[config.mk]
export PLATFORM = sky130hd
export DESIGN_NAME = selector14_reg
export DESIGN_NICKNAME = d
export VERILOG_FILES = /design/src/rtl/selector14_pkg.sv /design/src/rtl/selector14_ctrl.sv /design/src/rtl/selector14_reg.sv
export SDC_FILE = /design/constraint.sdc
export NUM_CORES = 1
export LEC_CHECK = 0
export BUFFER_PORTS_ARGS = -buffer_cell sky130_fd_sc_hd__clkbuf_2
export CAP_MARGIN = 20
export CORE_UTILIZATION = 49
export DETAILED_ROUTE_END_ITERATION = 10
export GPL_TIMING_DRIVEN = 1
export PLACE_DENSITY_LB_ADDON = 0.12
export REMOVE_ABC_BUFFERS = 1
export SLEW_MARGIN = 20
export SYNTH_ARGS = -nofsm -noshare
export SYNTH_HDL_FRONTEND = slang
export SYNTH_SLANG_ARGS = --single-unit
[constraint.sdc]
create_clock -name iClk -period 1.74 [get_ports iClk]
set_input_delay 0.261 -clock iClk [delete_from_list [all_inputs] [get_ports iClk]]
set_output_delay 0.261 -clock iClk [all_outputs]
set_load 0.005 [all_outputs]
[src/rtl/selector14_pkg.sv]
// Shared constants and helpers for the selector14/selector41 link blocks.
package selector14_pkg;

    localparam int CHAN_N = 4;  // channels carried on the link
    localparam int CHAN_W = 2;  // bits needed to name a channel

    // Decode a channel number into its one-hot channel mask.
    function automatic logic [CHAN_N-1:0] onehot4(input logic [CHAN_W-1:0] sel);
        onehot4      = '0;
        onehot4[sel] = 1'b1;
    endfunction

endpackage

[src/rtl/selector14_ctrl.sv]
// Channel steering for the 1-to-4 distributor: picks the target channel,
// owns the round-robin counter and frame mask, and produces the write
// enables, strobe and frame pulse.
module selector14_ctrl
    import selector14_pkg::*;
(
    input  logic              iClk,
    input  logic              iRst,
    input  logic              iValid,
    input  logic              iS1,
    input  logic              iS0,
    input  logic              iAuto,
    input  logic              iClear,
    output logic [CHAN_N-1:0] wrEn,
    output logic [CHAN_N-1:0] oStrobe,
    output logic              oFrame,
    output logic [CHAN_W-1:0] oChan
);

    logic [CHAN_W-1:0] count;
    logic [CHAN_W-1:0] tgt;
    logic [CHAN_N-1:0] mask;
    logic [CHAN_N-1:0] nextMask;

    // Target channel and write enables for the current cycle.
    // NOTE: every signal driven here is assigned on every path, so no latch is inferred.
    always_comb begin
        tgt      = iAuto ? count : {iS1, iS0};
        wrEn     = iValid ? onehot4(tgt) : '0;
        nextMask = mask | wrEn;
    end

    // Counter, frame mask, strobe and frame pulse registers.
    // NOTE: sequential state uses non-blocking assignments so every register samples pre-edge values.
    always_ff @(posedge iClk) begin
        if (iRst) begin
            count   <= '0;
            mask    <= '0;
            oStrobe <= '0;
            oFrame  <= 1'b0;
        end else begin
            // The strobe reports the write even when a clear lands in the same cycle.
            oStrobe <= wrEn;
            if (iClear) begin
                // A write alongside a clear is not credited to any frame.
                count  <= '0;
                mask   <= '0;
                oFrame <= 1'b0;
            end else if (iValid) begin
                if (iAuto) begin
                    count <= count + 1'b1;  // wraps 3 -> 0
                end
                if (nextMask == '1) begin
                    oFrame <= 1'b1;
                    mask   <= '0;
                end else begin
                    oFrame <= 1'b0;
                    mask   <= nextMask;
                end
            end else begin
                oFrame <= 1'b0;
            end
        end
    end

    assign oChan = count;

endmodule

[src/rtl/selector14_reg.sv]
// Registered 1-to-4 distributor: steers each valid input word into one of
// four holding registers chosen by manual select or round-robin counter.
module selector14_reg
    import selector14_pkg::*;
#(
    parameter int WIDTH = 4
) (
    input  logic              iClk,
    input  logic              iRst,
    input  logic [WIDTH-1:0]  iD,
    input  logic              iValid,
    input  logic              iS1,
    input  logic              iS0,
    input  logic              iAuto,
    input  logic              iClear,
    output logic [WIDTH-1:0]  oY0,
    output logic [WIDTH-1:0]  oY1,
    output logic [WIDTH-1:0]  oY2,
    output logic [WIDTH-1:0]  oY3,
    output logic [CHAN_N-1:0] oStrobe,
    output logic              oFrame,
    output logic [CHAN_W-1:0] oChan
);

    logic [CHAN_N-1:0] wrEn;
    logic [WIDTH-1:0]  yReg [CHAN_N];

    selector14_ctrl uCtrl (
        .iClk    (iClk),
        .iRst    (iRst),
        .iValid  (iValid),
        .iS1     (iS1),
        .iS0     (iS0),
        .iAuto   (iAuto),
        .iClear  (iClear),
        .wrEn    (wrEn),
        .oStrobe (oStrobe),
        .oFrame  (oFrame),
        .oChan   (oChan)
    );

    // Holding registers: each loads iD when its channel is written, else holds.
    // NOTE: the holding registers are reset because downstream reads them as zero after reset.
    always_ff @(posedge iClk) begin
        if (iRst) begin
            for (int k = 0; k < CHAN_N; k++) begin
                yReg[k] <= '0;
            end
        end else begin
            for (int k = 0; k < CHAN_N; k++) begin
                if (wrEn[k]) begin
                    yReg[k] <= iD;
                end
            end
        end
    end

    assign oY0 = yReg[0];
    assign oY1 = yReg[1];
    assign oY2 = yReg[2];
    assign oY3 = yReg[3];

endmodule
; ---- Yosys cells after proc, flatten, opt, wreduce, memory -nomap -nowiden
; Memory sizes are Yosys's and may differ from the RTL's.
; Index checks and enable logic that the tools add are counted.
[word_totals]
memories = 1
ram_bits = 16
reg_bits = 11
out_inout_bits = 23
input_bits = 11
[memory_table]
columns = memory, words, word_bits, rd, rd_clocked_by_memory_dff, write_ports, line_no
row1 = yReg, 4, 4, 4, 0, 4, selector14_reg.sv:26  ; logic [WIDTH-1:0] yReg [CHAN_N];
[op_classes]
n_eq_ne = 1
n_mux = 24
order_cmp = 2
add_sub_neg = 1
bitwise_logic = 6
n_reduce_logical = 4
[op_table]
columns = op, count
row1 = $mux 4, 6
row2 = $mux 1, 16
row3 = $eq 4x4->1 const B, 1
row4 = $or 1x1->1, 4
row5 = $or 4x4->4, 1
row6 = $lt 2x3->1 const B, 1
row7 = $reduce_or 3->1, 1
row8 = $add 2x1->2 const B, 1
row9 = $demux 1 s2, 1
row10 = $ge 2x1->1 const B, 1
row11 = $mux 2, 1
row12 = $reduce_and 2->1, 1
row13 = $reduce_or 2->1, 1
row14 = $logic_and 1x1->1, 1
row15 = $not 1->1, 1

; ---- Depth between registers and ports, before layout
; Gate-level depths: netlist of the first run.
[logic_depth]
ltp_word = 10
mapped_depth = 5
ltp_nobuf = 4

; ---- Modules after synthesis
; A second synthesis of the first run with hierarchy kept.
[unflattened]
cells_unflattened = 88
hier_area_um2 = 1184.9
[by_module_without_submodules]
columns = mod, cells_per_inst, instances, area_per_inst_um2
row1 = selector14_reg, 38, 1, 668.1
row2 = selector14_ctrl, 50, 1, 516.7

; ---- Worst setup path after synthesis of the first run
; OpenSTA, ideal clock, no wires.
[synth_path]
path_type = reg-to-reg
startpoint = register uCtrl.count[0], in the netlist uCtrl.oChan[0]
endpoint = memory yReg[2][0], enable pin
path_buffers = 0
stages_incl_launch_ff = 3
t_arrival_ns = 1.063
t_required_ns = 1.467
slack_ns = 0.404
path_cell_list = dfxtp_1 -> and4b_2 -> or3_1
[synth_lines]
columns = item, line_no
row1 = start: declaration, selector14_ctrl.sv:20  ; logic [CHAN_W-1:0] count;
row2 = start signal: assignment, selector14_ctrl.sv:51  ; count <= count + 1'b1;
row3 = end: declaration, selector14_reg.sv:26

==> results of run 1 <==
## state kept, by name, summed over array words and instances, names as in the netlist
name,cells
uCtrl.mask,4
yReg,16
uCtrl.oChan,2
uCtrl.oStrobe,4
uCtrl.oFrame,1
## stage by stage
stage | hold WS, ns | utilization [%] | cells | worst slack, ns | instance area, um2
floorplan | 0.363 | - | 86 | 0.404 | 1110
global route | 0.242 | 65.2 | 150 | 0.204 | 1330
global placement | 0.539 | 63.9 | 146 | 0.292 | 1310
CTS | 0.227 | 65.2 | 150 | 0.280 | 1330
finish | 0.234 | 65.2 | 150 | 0.284 | 1330
detailed placement | 0.547 | 63.9 | 146 | 0.259 | 1310
## final timing paths
kind                                                   from                    endpoint  slack (ns)  cells after the start
worst max register to register  uCtrl.oChan[0]$_SDFFE_PP0P_    yReg[2][2]$_SDFFCE_PN0P_        0.28                      2
worst min register to register   uCtrl.mask[3]$_SDFFE_PP0P_  uCtrl.mask[3]$_SDFFE_PP0P_        0.58                      2
worst min-delay path                                 iClear  uCtrl.mask[3]$_SDFFE_PP0P_        0.23                      4
worst max-delay path            uCtrl.oChan[0]$_SDFFE_PP0P_    yReg[2][2]$_SDFFCE_PN0P_        0.28                      2
## worst register-to-register path: cells and delay by family, from the launching register on
| kind | cells | cell delay, ns |
|---|---|---|
| and+or+nand+nor | 2 | 0.71 |
| DFF | 1 | 0.49 |
## report_power, final
part | internal, mW | total, mW | switching, mW | leakage, nW
clock network | 0.0893 | 0.249 | 0.159 | 0.0150
logic | 0.0451 | 0.100 | 0.0553 | 0.319
registers | 0.705 | 0.714 | 0.00944 | 0.253
## area by class of cell
class                   count  area (um2)
clock buffers               4        26.3
fillers                   180         711
inverters                   1        3.75
multi-input cells          58         402
flip-flops and latches     27         701
well taps                  27        33.8
repair buffers             33         165
## per-layer routing
layer,vias up,wire [um],GRT usage [%]
met3,2,98,1.85
met5,-,0,0
met1,338,801,19.4
met2,26,921,28.8
met4,0,14,7.14
li1,384,-,-
## cell usage after synthesis, types with 2 or more instances
library cell,number
sky130_fd_sc_hd__edfxtp_1,16
sky130_fd_sc_hd__dfxtp_1,11
sky130_fd_sc_hd__and2_1,16
sky130_fd_sc_hd__or2_1,2
sky130_fd_sc_hd__or3_1,3
sky130_fd_sc_hd__nor2_1,9
sky130_fd_sc_hd__nand2_1,2
sky130_fd_sc_hd__xor2_1,2
## logic make-up (layout without fill, tap and decap cells)
family / count (synthesis) / count (layout) / share of synthesized area (%)
buf+inv: 3 / 38 / 1.12
compound gates: 9 / 9 / 6.28
xor+xnor: 2 / 2 / 1.57
simple gates: 47 / 47 / 28.2
flops: 27 / 27 / 62.9
==> implementation parameters, run 1 <==
Parameter                              Value

Critical path
  Worst stage delay on the critical path    0.49 ns
  Library cell contributing the largest single delay on the critical path    sky130_fd_sc_hd__dfxtp_1
  Arrival time reported for the critical path endpoint    1.50 ns
  CP Data Required Time    1.79 ns
  Cell type group with the largest total delay on the critical path    simple AND/OR/NAND/NOR gates
  Worst path buffer plus inverter count    0
  Crit. End Element    register
  Type of origin of the critical path    register
  Largest fanout of any net on the critical path    7
  Type of the setup path with the least slack    register to register
  Critical path cell sequence    and4b_2 -> or3_1

Timing
  Setup-failing EPs final    0
  Post-route clock skew    ~0.00064 ns
  Maximum clock rate    0.687 GHz
  Worst rel slew slack    between 70% and 80%
  Actual transition at the worst max-transition pin    0.338 ns
  Final Hold Vio Count    0
  Setup repair after global routing missed its margin    false
  Setup TNS after final layout    0 ns
  Min cycle time layout    roughly 1.5 ns
  Final period util    ~84%
  Final slew viol count    0

Detailed routing
  Number of iterations in the first detailed-routing pass    4
  Vias post-DR    750
  DRT Wirelength    1.84 mm
  Count of antenna-violating nets left after detailed routing    0
  Count of unresolved DRC violations after routing    0
  Average detailed-routed wire length per instance    12.2 um
  DR iter-0 viols    16
  Routed via count divided by cell count    5.00

Logic synthesis
  Top cell type by total area after synthesis    sky130_fd_sc_hd__edfxtp_1
  Area of the mapped netlist    0.00111 mm2
  Synthesis-stage register bit count    27
  Area share of the largest cell type after synthesis    43.1%
  Cells after Synth    around 90
  Synthesis Warnings    0
  Async set or reset register ratio after synthesis    0%
  Seq/Total Area, Yosys    about 63%
  Flip-flop cell with the highest count after synthesis    sky130_fd_sc_hd__edfxtp_1
  Post-synth EDFFs    16
  Mean post-synth cell area    between 10 and 15 um2
  Post-synthesis cell type count    35
  Top cells by area, synth    sky130_fd_sc_hd__edfxtp_1, sky130_fd_sc_hd__dfxtp_1, sky130_fd_sc_hd__and2_1

Floorplan
  Number of primary I/O pins    34
  Effective utilization at floorplan    a little over half
  Die Wd    49.7 um
  Total core area    approximately 0.0020 mm2
  Core Rows    16
  Vertical die dimension    49.7 um
  Overall die area    0.00247 mm2

Outcome
  Outcome    complete, no violations

Global route
  Wire length of the first global-routing pass    roughly 3.0 mm
  GR Overflow Total    0
  Vias in the first global route    696
  Total routing usage reported by global routing    16.2%
  Initial antenna violation count    0
  Maximum number of pins on one net before global-route repair    15

CTS
  CTS tree    built
  Maximum clock path buffer count    2
  Number of sinks handled by clock tree synthesis    27
  Insertion delay to the later sink of the worst-skew pair    about 0.3 ns
  CTS H-tree lvls    1
  CTS clk-pin slew, worst paths    0.13 ns
  Master cell of the clock root buffer    sky130_fd_sc_hd__clkbuf_4
  Number of buffers added to fix hold violations after cts    0
  Cts bufs inserted    3
  Number of setup buffers added after CTS    0
  Cts repair resizes    0

Layout
  Fin nets    135
  Most common library cell in the layout ignoring fill and taps    sky130_fd_sc_hd__clkbuf_2
  Antenna Diode Count    0
  Commonest non-fill, non-tap cells in the layout    sky130_fd_sc_hd__clkbuf_2, sky130_fd_sc_hd__and2_1, sky130_fd_sc_hd__edfxtp_1
  Layout-stage area growth over the synthesis result    19.4%
  Fraction of final layout cells with drive strength greater than 1    a little over a third

Pwr
  Cell leakage power    0.588 nW
  Power density cells    799 mW/mm2
  Peak supply drop    0.440 mV
  Total power of the final layout    1.06 mW

Hold path
  Worst Hold Class    input pin to register

Placement
  DP Wirelength    roughly 1.5 mm
  Port bufs    33
  Placer's final routability congestion estimate    0.726

Job
  Number of violations of the max-capacitance limit    0
(Power assumes the default switching activity.)
==> run 2: changes to the inputs <==
==> constraint.sdc (replaced) <==
create_clock -name iClk -period 1.5 [get_ports iClk]
set_input_delay 0.225 -clock iClk [delete_from_list [all_inputs] [get_ports iClk]]
set_output_delay 0.225 -clock iClk [all_outputs]
set_load 0.005 [all_outputs]
==> run 2 against run 1 <==
Net effect:
- count of clock-buffer cells in the layout decreased by 1
- design area increased by 1.0%
- wire length increased by 4.3%
- non-clock buffer count increased by 1
- clock power increased by 18%
- worst setup slack got worse by 0.21 ns
- sequential share of layout area decreased by 0.54 points
- combinational power increased by 21%
- sequential cell count unchanged
- global-route usage increased by 0.92 points
- register-to-register slack got worse by 0.21 ns
- final cell count increased by 0.67%
- largest power group unchanged
- highest routed layer unchanged
==> implementation parameters, run 2 (same netlist as run 1, synthesis figures left out) <==
Parameter                              Value

Critical path
  Library cell contributing the largest single delay on the critical path    sky130_fd_sc_hd__dfxtp_1
  CP Data Required Time    1.58 ns (-0.21 ns)
  Type of the setup path with the least slack    register to register
  Arrival time reported for the critical path endpoint    1.50 ns (about the same)
  Type of origin of the critical path    register
  Critical path cell sequence    and3_2 -> o21a_1 -> and2b_1 -> and2_1
  Largest fanout of any net on the critical path    7 (unchanged)
  Crit. End Element    register
  Worst stage delay on the critical path    0.39 ns (-0.10 ns)

Floorplan
  Vertical die dimension    49.7 um (unchanged)
  Overall die area    0.00247 mm2 (unchanged)
  Die Wd    49.7 um (unchanged)
  Effective utilization at floorplan    54.6% (unchanged)
  Number of primary I/O pins    34 (unchanged)
  Core Rows    16 (unchanged)
  Total core area    0.00204 mm2 (unchanged)

Detailed routing
  DR iter-0 viols    13 (-3)
  Routed via count divided by cell count    5.07 (+1.3%)
  Count of unresolved DRC violations after routing    0 (unchanged)
  Count of antenna-violating nets left after detailed routing    0 (unchanged)
  Number of iterations in the first detailed-routing pass    4 (unchanged)
  Average detailed-routed wire length per instance    12.7 um (+3.6%)
  DRT Wirelength    1.92 mm (+4.3%)
  Vias post-DR    765 (+2.0%)

Placement
  Placer's final routability congestion estimate    0.710 (-2.2%)
  DP Wirelength    1.53 mm (+4.0%)
  Instance area at placement    0.00131 mm2 (+0.58%)
  Placed cell count    147 (+0.68%)
  Port bufs    33 (unchanged)

Layout
  Antenna Diode Count    0 (unchanged)
  Multi-input gate area in the final layout    407 um2 (+1.2%)
  Most common library cell in the layout ignoring fill and taps    sky130_fd_sc_hd__clkbuf_2
  Largest register FFs    16 (unchanged)
  Commonest non-fill, non-tap cells in the layout    sky130_fd_sc_hd__clkbuf_2, sky130_fd_sc_hd__and2_1, sky130_fd_sc_hd__edfxtp_1
  Total of fill cells in the finished design    177 (-1.7%)
  Registers with the most flip-flops    yReg: 16 flops, uCtrl.mask: 4 flops, uCtrl.oStrobe: 4 flops
  Layout-stage area growth over the synthesis result    20.7%
  Design area    0.00135 mm2 (+1.0%)
  Fraction of final layout cells with drive strength greater than 1    37.9% (+2.1 points)
  Largest reg by FF count    yReg
  Fin nets    136 (+0.74%)
  Non-filler cells, final    151 (+0.67%)
  Sequential cell area in the final layout    701 um2 (unchanged)

Pwr
  Power density cells    924 mW/mm2 (+16%)
  Total power of the final layout    1.24 mW (+17%)
  Cell leakage power    0.593 nW (+0.89%)
  Peak supply drop    0.481 mV (+9.3%)

Timing
  Setup TNS after final layout    0 ns (unchanged)
  Setup repair after global routing missed its margin    false
  Min cycle time layout    1.42 ns (-0.0335 ns)
  Maximum clock rate    0.703 GHz (+2.4%)
  Final slew viol count    0 (unchanged)
  Post-route clock skew    0.0120 ns (+0.0113 ns)
  Hold Slack    0.208 ns (-0.0256 ns)
  Actual transition at the worst max-transition pin    0.313 ns (-0.0250 ns)
  Worst rel slew slack    79.0% (+1.7 points)
  Final Hold Vio Count    0 (unchanged)
  Setup-failing EPs final    0 (unchanged)
  Final period util    94.8% (+11 points)

Global route
  Wire length of the first global-routing pass    3.19 mm (+5.4%)
  Total routing usage reported by global routing    17.1% (+0.92 points)
  GR Overflow Total    0 (unchanged)
  Maximum number of pins on one net before global-route repair    16 (+1)
  Initial antenna violation count    0 (unchanged)
  Vias in the first global route    725 (+4.2%)

CTS
  CTS H-tree lvls    1 (unchanged)
  Master cell of the clock root buffer    sky130_fd_sc_hd__clkbuf_4
  Cts bufs inserted    3 (unchanged)
  Maximum clock path buffer count    2 (unchanged)
  Number of buffers added to fix hold violations after cts    0 (unchanged)
  Cts repair resizes    0 (unchanged)
  Number of sinks handled by clock tree synthesis    27 (unchanged)
  CTS tree    built
  Number of setup buffers added after CTS    0 (unchanged)
  Insertion delay to the later sink of the worst-skew pair    0.31 ns (about the same)
  CTS clk-pin slew, worst paths    0.14 ns (about the same)

Hold path
  Worst Hold Class    input pin to register

Outcome
  Outcome    complete, no violations

Job
  Number of violations of the max-capacitance limit    0 (unchanged)
[run 2: through the flow]
stage	setup slack [ns]	util (%)
2_1_floorplan	0.164	-
3_3_place_gp	0.114	64.3
3_5_place_dp	0.0792	64.3
4_1_cts	0.0740	65.6
5_1_grt	0.00433	65.9
6_report	0.0777	65.9
[run 2: where the power goes]
| part | leakage, nW | internal (mW) | switching [mW] |
|---|---|---|---|
| Sequential | 0.253 | 0.818 | 0.0108 |
| Clock | 0.0177 | 0.0995 | 0.194 |
| Combinational | 0.322 | 0.0549 | 0.0658 |
[run 2: worst max-delay path, delay by kind of cell (launching register included)]
family,cells,cell delay (ns)
flops,1,0.39
compound gates,1,0.20
simple gates,3,0.60
[run 2: area by class of cell]
type	count	area share [%]
clock buffer	3	1.67
inverter	1	0.279
sequential	27	52.1
multi-input combinational	58	30.2
tap	27	2.51
clock inverter	1	0.372
timing repair buffer	34	12.8
[run 2: worst paths after layout]
path	start	end	slack, ns	cells after the start
min	iClear	uCtrl.mask[0]$_SDFFE_PP0P_	0.21	3
max	uCtrl.oChan[0]$_SDFFE_PP0P_	yReg[3][2]$_SDFFCE_PN0P_	0.08	4
min reg2reg	uCtrl.mask[0]$_SDFFE_PP0P_	uCtrl.mask[2]$_SDFFE_PP0P_	0.58	3
max reg2reg	uCtrl.oChan[0]$_SDFFE_PP0P_	yReg[3][2]$_SDFFCE_PN0P_	0.08	4
[run 2: metal layers]
layer,routed length [um],GRT usage [%],up-vias
li1,-,-,385
met3,88,3.70,6
met4,45,6.67,0
met5,0,0,-
met1,851,20.2,345
met2,930,30.0,29
==> run 3: changes to the inputs <==
--- a/config.mk
+++ b/config.mk
@@ -7,9 +7,10 @@
 export LEC_CHECK = 0
 export BUFFER_PORTS_ARGS = -buffer_cell sky130_fd_sc_hd__clkbuf_2
 export CAP_MARGIN = 20
-export CORE_UTILIZATION = 49
+export CORE_ASPECT_RATIO = 0.5
+export CORE_UTILIZATION = 35
 export DETAILED_ROUTE_END_ITERATION = 10
-export GPL_TIMING_DRIVEN = 1
+export GPL_TIMING_DRIVEN = 0
 export PLACE_DENSITY_LB_ADDON = 0.12
 export REMOVE_ABC_BUFFERS = 1
 export SLEW_MARGIN = 20
==> run 3 against run 2 <==
Net effect:
- combinational power hardly changed
- critical path type unchanged
- sequential power hardly changed
- largest power group unchanged
- highest routed layer unchanged
- total power is 9.7% higher
==> implementation parameters, run 3 (same netlist as run 1, synthesis figures left out) <==
Parameter                              Value

Detailed routing
  Average detailed-routed wire length per instance    12.2 um (-3.8%)
  DR iter-0 viols    27 (+14)
  Vias post-DR    737 (-3.7%)
  Routed via count divided by cell count    4.52 (-11%)
  Count of antenna-violating nets left after detailed routing    0 (unchanged)
  Count of unresolved DRC violations after routing    0 (unchanged)
  Number of iterations in the first detailed-routing pass    4 (unchanged)
  DRT Wirelength    1.99 mm (+3.9%)

Pwr
  Cell leakage power    0.596 nW (+0.47%)
  Peak supply drop    0.388 mV (-19%)
  Power density cells    992 mW/mm2 (+7.3%)
  Total power of the final layout    1.36 mW (+9.7%)

Hold path
  Worst Hold Class    input pin to register
  Hold Path Depth    3 (unchanged)

Layout
  Commonest non-fill, non-tap cells in the layout    sky130_fd_sc_hd__clkbuf_2, sky130_fd_sc_hd__and2_1, sky130_fd_sc_hd__edfxtp_1
  Final core utilization    45.6% (-20 points)
  Design area    0.00138 mm2 (+2.2%)
  Antenna Diode Count    0 (unchanged)
  Layout-stage area growth over the synthesis result    23.3%
  Non-filler cells, final    163 (+7.9%)
  Fraction of final layout cells with drive strength greater than 1    38.2% (+0.31 points)
  Registers with the most flip-flops    yReg: 16 flops, uCtrl.mask: 4 flops, uCtrl.oStrobe: 4 flops
  Largest register FFs    16 (unchanged)
  Most common library cell in the layout ignoring fill and taps    sky130_fd_sc_hd__clkbuf_2
  Largest reg by FF count    yReg
  Fin nets    135 (-0.74%)

Global route
  Vias in the first global route    659 (-9.1%)
  Total routing usage reported by global routing    12.9% (-4.2 points)
  Wire length of the first global-routing pass    3.09 mm (-3.2%)
  Maximum number of pins on one net before global-route repair    17 (+1)
  GR Overflow Total    0 (unchanged)
  Initial antenna violation count    0 (unchanged)

Timing
  Final WS setup    0.0807 ns (+0.00301 ns)
  Final period util    94.6% (-0.20 points)
  Post-route clock skew    0.00161 ns (-0.0104 ns)
  Min cycle time layout    1.42 ns (-0.00301 ns)
  Final slew viol count    0 (unchanged)
  Actual transition at the worst max-transition pin    0.313 ns (-0.000100 ns)
  Final Hold Vio Count    0 (unchanged)
  Hold Slack    0.238 ns (+0.0302 ns)
  Setup TNS after final layout    0 ns (unchanged)
  Setup-failing EPs final    0 (unchanged)
  Setup repair after global routing missed its margin    false
  Maximum clock rate    0.705 GHz (+0.21%)
  Worst rel slew slack    79.0% (about the same)

Critical path
  Crit. End Element    register
  Type of origin of the critical path    register
  R2r worst-path depth    4 (unchanged)
  Arrival time reported for the critical path endpoint    1.46 ns (-0.04 ns)
  Largest fanout of any net on the critical path    6 (-1)
  Type of the setup path with the least slack    register to register
  CP Data Required Time    1.54 ns (-0.04 ns)

CTS
  Master cell of the clock root buffer    sky130_fd_sc_hd__clkbuf_8
  Number of buffers added to fix hold violations after cts    0 (unchanged)
  Maximum clock path buffer count    2 (unchanged)
  CTS tree    built
  CTS clk-pin slew, worst paths    0.09 ns (-0.05 ns)
  CTS H-tree lvls    1 (unchanged)
  Number of setup buffers added after CTS    0 (unchanged)
  Number of sinks handled by clock tree synthesis    27 (unchanged)
  Cts bufs inserted    3 (unchanged)
  Insertion delay to the later sink of the worst-skew pair    0.27 ns (-0.04 ns)

Floorplan
  Overall die area    0.00343 mm2 (+39%)
  Core Rows    14 (-2)
  Number of primary I/O pins    34 (unchanged)
  Total core area    0.00301 mm2 (+48%)
  Effective utilization at floorplan    37.0% (-18 points)
  Die Wd    81.8 um (+65%)
  Vertical die dimension    41.9 um (-16%)

Job
  Number of violations of the max-capacitance limit    0 (unchanged)

Placement
  Placer's final routability congestion estimate    0.719 (+1.3%)
  Port bufs    33 (unchanged)
  Pre-CTS setup slack    -0.0173 ns (-0.0965 ns)
  Instance area at placement    0.00132 mm2 (+0.67%)
  DP Wirelength    1.47 mm (-3.8%)
  Placed cell count    159 (+8.2%)

Outcome
  Outcome    complete, no violations
-- run 3: path summary, 6_finish.rpt --
path	from	to	slack (ns)
min	iClear	uCtrl.mask[0]$_SDFFE_PP0P_	0.24
max reg2reg	uCtrl.oChan[1]$_SDFFE_PP0P_	yReg[3][1]$_SDFFCE_PN0P_	0.08
max	uCtrl.oChan[1]$_SDFFE_PP0P_	yReg[3][1]$_SDFFCE_PN0P_	0.08
min reg2reg	uCtrl.mask[0]$_SDFFE_PP0P_	uCtrl.mask[2]$_SDFFE_PP0P_	0.57
-- run 3: area by class of cell --
class                      instances  area (um2)
clock buffer                       3        41.3
clock inverter                     1        7.51
fill                             296        1640
inverter                           1        3.75
multi-input combinational         58         405
sequential                        27         702
tap                               40        50.0
timing repair buffer              33         165
-- run 3: worst max-delay path, stage by stage, from the launching register on --
cell,delay (ns)
sky130_fd_sc_hd__dfxtp_1,0.38
sky130_fd_sc_hd__and3_2,0.21
sky130_fd_sc_hd__o21a_1,0.23
sky130_fd_sc_hd__and2b_1,0.21
sky130_fd_sc_hd__and2_1,0.16
-- run 3: per-layer routing --
metal	track usage [%]	routed length (um)	vias up
met5	0	0	-
met2	18.5	859	20
met3	6.15	122	2
met1	17.5	997	332
met4	3.16	10	0
li1	-	-	383
-- run 3: what timing repair did --
action	CTS	global route
setup endpoints to repair	2	4
pin swaps	0	0
gates resized for setup	1	1
-- run 3: power breakdown --
| group | internal, mW | total (mW) | switching (mW) |
|---|---|---|---|
| clock | 0.188 | 0.417 | 0.228 |
| combinational | 0.0529 | 0.120 | 0.0672 |
| sequential | 0.817 | 0.827 | 0.00969 |
| total | 1.06 | 1.36 | 0.305 |
